--- config.mk ---
export PLATFORM = sky130hd
export DESIGN_NAME = mod_74x32_acc
export DESIGN_NICKNAME = d
export VERILOG_FILES = /design/src/rtl/mod_74x32_acc.sv
export SDC_FILE = /design/constraint.sdc
export NUM_CORES = 1
export LEC_CHECK = 0
export CORE_AREA = 2 2 39 41
export CTS_BUF_LIST = sky130_fd_sc_hd__clkbuf_16
export CTS_CLUSTER_DIAMETER = 200
export DETAILED_ROUTE_END_ITERATION = 8
export DIE_AREA = 0 0 41 43
export GPL_TIMING_DRIVEN = 1
export PLACE_DENSITY = 0.6
export SETUP_SLACK_MARGIN = 0.15
export SYNTH_ARGS = -nofsm -noshare
export SYNTH_HDL_FRONTEND = slang
export SYNTH_SLANG_ARGS = --single-unit
--- constraint.sdc ---
create_clock -name CLK -period 2.1 [get_ports CLK]
set_clock_uncertainty 0.05 [all_clocks]
set_input_delay 0.21 -clock CLK [delete_from_list [all_inputs] [get_ports CLK]]
set_output_delay 0.21 -clock CLK [all_outputs]
set_load 0.01 [all_outputs]
--- src/rtl/mod_74x32_acc.sv ---
// WIDTH-bit bank of 2-input OR gates, registered, with sticky-accumulate mode and ANY/RISE flags.
// Latency 1 cycle, or 2 with MOD_74X32_ACC_PIPE_EN defined (adds an input register stage).
// No backpressure: EN=0 holds Y, otherwise Y updates on every CLK edge.
module mod_74x32_acc #(
    parameter int WIDTH = 4
) (
    input  logic             CLK,
    input  logic             MR_n,
    input  logic [WIDTH-1:0] A,
    input  logic [WIDTH-1:0] B,
    input  logic             EN,
    input  logic             MODE,
    input  logic [WIDTH-1:0] CLR,
    output logic [WIDTH-1:0] Y,
    output logic             ANY,
    output logic             RISE
);

    logic [WIDTH-1:0] a_s, b_s, clr_s;
    logic             en_s, mode_s;

`ifdef MOD_74X32_ACC_PIPE_EN
    logic [WIDTH-1:0] a_q, b_q, clr_q;
    logic             en_q, mode_q;

    always_ff @(posedge CLK) begin
        if (!MR_n) begin
            a_q    <= '0;
            b_q    <= '0;
            clr_q  <= '0;
            en_q   <= 1'b0;
            mode_q <= 1'b0;
        end else begin
            a_q    <= A;
            b_q    <= B;
            clr_q  <= CLR;
            en_q   <= EN;
            mode_q <= MODE;
        end
    end

    assign a_s    = a_q;
    assign b_s    = b_q;
    assign clr_s  = clr_q;
    assign en_s   = en_q;
    assign mode_s = mode_q;
`else
    assign a_s    = A;
    assign b_s    = B;
    assign clr_s  = CLR;
    assign en_s   = EN;
    assign mode_s = MODE;
`endif

    logic [WIDTH-1:0] y_q, y_d;
    logic             rise_q, rise_d;

    // Clear is applied before set so a same-cycle clear/set leaves the bit at 1.
    always_comb begin
        y_d = y_q;
        if (en_s) begin
            if (mode_s) begin
                y_d = (y_q & ~clr_s) | a_s | b_s;
            end else begin
                y_d = a_s | b_s;
            end
        end
        rise_d = (|y_d) & ~(|y_q);
    end

    always_ff @(posedge CLK) begin
        if (!MR_n) begin
            y_q    <= '0;
            rise_q <= 1'b0;
        end else begin
            y_q    <= y_d;
            rise_q <= rise_d;
        end
    end

    assign Y    = y_q;
    assign ANY  = |y_q;
    assign RISE = rise_q;

endmodule

---- After elaboration in Yosys (flattened, before gate mapping) ----
Cells that the tools add are included.
operators by class
  mux-type cells .......................... 2
  bitwise gates (word level) .............. 7
  reduce and logical (&&, ||, !) cells .... 2
operator list
  operator         number
  $or 4x4->4       3
  $mux 4           2
  $reduce_or 4->1  2
  $and 4x4->4      1
  $not 4->4        1
  $and 1x1->1      1
  $not 1->1        1
word-level totals
  bits in registers ....................... 5
  word-level logic and storage cells ...... 13

---- Longest topological paths before layout ----
  word-level depth ........................ 8
  depth in mapped cells ................... 4
  gate-level depth less buffers ........... 4

---- Worst setup path before layout ----
OpenSTA, ideal clock, no wires.
  path kind ............................... register to output
  from .................................... register y_q[2], in the netlist Y[2]
  to ...................................... output ANY
  data arrival time ....................... 0.734 ns
  data required time ...................... 1.840 ns
  path slack .............................. 1.106 ns
  cell stages (with the launch flop) ...... 3
  path buffers ............................ 0
  path through ............................ dfxtp_1 nor4_4 inv_1
on the way
  longest elaborated chain between the ends .. 1
RTL lines
  element                   RTL line  source
  start: declaration        55        logic [WIDTH-1:0] y_q, y_d;
  start signal: assignment  76        y_q <= y_d;
  $reduce_or 4->1           82        assign ANY = |y_q;
  end: declaration          15        output logic ANY,
No other way between the ends.

---- Worst setup path after layout ----
Ends and elaborated chain as after synthesis.

==> reports/results.txt <==
The net switching fraction of the power is 19.0%, and the total congestion overflow after global routing is 0. The run gives 0 as the number of antenna violations at the first check in global routing. The logs give 1.84 ns for the worst path required time and 0 for the number of routed nets with antenna violations. The synthesized netlist contains 9 unique library cells. For this run, design rule violations remaining after detail routing come to 0.

Yosys mapped a number of flops with a built-in enable equal to 0. Routability congestion estimate from global placement: 0.703. In the final routed layout, each cell accounts on average for 11.3 um.

Sequential cells burn 22.3% of the power. The smallest clock period supported by the final layout is computed as 1.66 ns. The core region is 0.00138 sq mm. The multi-input combinational cells in the finished layout cover a total of 129 sq um. The final cell count without fillers was 67; the peak per-stage delay on the critical path was 0.48 ns.

Final hold violation count: 0. The CTS root buffer is clkbuf_16. The share of final-layout standard cells stronger than drive strength 1 is 7.84%.

The tools report the achievable clock frequency as 0.603 GHz. In the finished design, the share of the clock period the worst path needs comes to 79.0%. Sorting the synthesized cells by area gives the leading types as dfxtp_1 (42%), o21a_1 (13%), nor2b_1 (11%), nor4_4 (9.0%), a21oi_1 (8.5%).

For the filler cell count, the log shows 140. The total power was 0.497 mW. The synthesized cell area was 236 sq um; the pin count of the biggest net entering global routing was 9. The number of nets handed over by synthesis was 42. The clock latency reported for the late side of the worst-skew pair is 0.22 ns, and the detailed-placement wirelength estimate is 606 um. Summed over its instances, the top area cell type makes up 42.3% of the synthesized netlist area. The number of rows created at floorplan was 14; the total setup buffers inserted after CTS was 0. The peak fanout along the critical path came out at 3.

The maximum buffer depth of the clock tree is 2. The total I/O pin count is 22, and the internal power of the cells is 0.402 mW. For the combinational fraction of design power, the log shows 15.9%. Vias after detailed routing: 286.

Hold timing on the final database bottoms out at a slack of 0.529 ns. The total power density per cell area is 911 mW/mm^2. STA classifies the critical path startpoint as a flip-flop. Net switching power: 0.0942 mW.

The synthesized design contains 5 register bits. At the end of the flow the core is filled with cells to 39.4%. For this run, asynchronously set or reset flops after synthesis account for 0%. For the antenna diode count, the log shows 0. Setup repair after global routing left no endpoint under its margin. Global routing consumed, over all layers together, 8.74% of the routing resources. For the total die area, the log shows 0.00176 sq mm. The logs give 83.8% for the tightest slew margin relative to the limit and 0 for the count of max-cap constraint violations.

The post-cts sizing count was 0; the max-slew violation count was 0. The min-delay analysis places its worst path in the category reg -> reg. The initial utilization of the core area, before any placement, comes to 17.1%. The number of global-route vias before repair was 279; the CTS buffer count was 3.

During synthesis, Yosys emitted a total of 0 warnings. The y dimension of the die came out at 43 um. The worst setup path is captured at an output port. The share of the Yosys chip area taken by registers is 42.3%. For this design, the slowest cell found on the critical path is clkdlybuf4s50_1. The setup path with the least slack is of type reg -> out.

The most frequently used cell type in the post-synthesis netlist was dfxtp_1. The first global-routing pass estimated 1.11 mm of wire. TritonCTS built the clock tree. Static power due to leakage: 0.209 nW. Across the whole layout, storage elements account for 100 sq um. The run gives 1.40 ns as the critical path arrival.

The run gives 757 um as the final wirelength. Setup violations remaining at the end of the flow were counted as 0. The sink count of the clock tree is 5. During placement, the flow inserted port buffers numbering 21. IR analysis of the VDD net gives a maximum drop of 581 uV.

For this run, the detailed router's first-pass iteration total came to 2. The library cell occupying the most area in the post-synthesis netlist is dfxtp_1. For the total negative setup slack, the log shows 0 ns. The clock share of power was 61.7%.

The signal on the critical path passes through nor4_4 -> inv_1 -> clkdlybuf4s50_1. In this run, the number of DRC markers left after iteration 0 of detailed routing was 3. After synthesis, the most frequently instantiated cells are dfxtp_1 (5), a21oi_1 (4), nor2b_1 (4), o21a_1 (4), o21ai_1 (4). Relative area change from synthesis to final layout: 131%.

In the routed layout, each cell is associated on average with a via count of 4.27. The clock transition time at the flip-flop clock pins of the worst setup and hold paths was 0.03 ns; the synthesized area per cell was 9.10 sq um. In this run, post-CTS hold repair placed 0 buffers.

The die is 41 um wide. The tools report the H-tree depth reported by CTS as 1. The run finished with clean final reports. For the pin with the worst max-slew slack, the measured transition is 0.242 ns. The dominant synthesized flop cell is dfxtp_1.

For the number of cells produced by synthesis, the log shows 26. Number of placed instances, taps included: 63. The number of nets in the finished design is 68.
## area by class of cell
class	instances	area share (%)
Clock buffer	3	13.8
Clock inverter	1	0.688
Inverter	2	1.38
Multi-Input combinational cell	19	23.6
Sequential cell	5	18.3
Tap cell	16	3.67
Timing Repair Buffer	21	38.5
## through the flow
stage               setup WS [ns]  area, sq um
floorplan                    1.11          236
global placement            0.640          467
detailed placement          0.613          467
CTS                         0.424          546
global route                0.344          546
finish                      0.440          546
## critical path: cells and delay by family, from the launching register on
kind	cells	cell delay, ns
and+or+nand+nor	1	0.30
buffers and inverters	2	0.54
DFF	1	0.34
## flip-flops by register name (all words and copies together), names as in the netlist
| signal | count |
|---|---|
| RISE | 1 |
| Y | 4 |
## cells in the final DEF, fill, tap and decap left out, drive strengths merged
cell type / instances
clkdlybuf4s50: 21
dfxtp: 5
o21ai: 4
o21a: 4
a21oi: 4
nor2b: 4
inv: 3
clkbuf: 3
nor4: 1
nand2: 1
a41oi: 1
## final timing paths
check | startpoint | end | slack [ns] | cells after the start
worst max register to register | Y[2] | RISE | 1.11 | 3
worst min-delay path | Y[3] | RISE | 0.53 | 3
worst min register to register | Y[3] | RISE | 0.53 | 3
worst max-delay path | Y[2] | ANY | 0.44 | 3
## metal layers
metal  track usage, %  wire (um)  vias up
li1                 -          -      144
met5                0          0        -
met2             13.4        295       17
met1             11.9        335      125
met4             2.00          0        0
met3             2.09        126        0
## cells by family (layout without fill, tap and decap cells)
kind of cell,count (synthesis),in the layout,synth area share [%]
AOI/OAI and AO/OA,13,13,33.3
and+or+nand+nor,6,6,21.2
DFF,5,5,42.3
buffers and inverters,2,27,3.18
## power by group through the flow
stage | sequential [mW] | combinational, mW | clock, mW
floorplan | 0.115 | 0.0232 | 0
global placement | 0.113 | 0.0790 | 0
detailed placement | 0.112 | 0.0798 | 0
CTS | 0.111 | 0.0803 | 0.308
global route | 0.112 | 0.0864 | 0.311
finish | 0.111 | 0.0791 | 0.307
No activity file was read; power rests on OpenSTA's default activity.
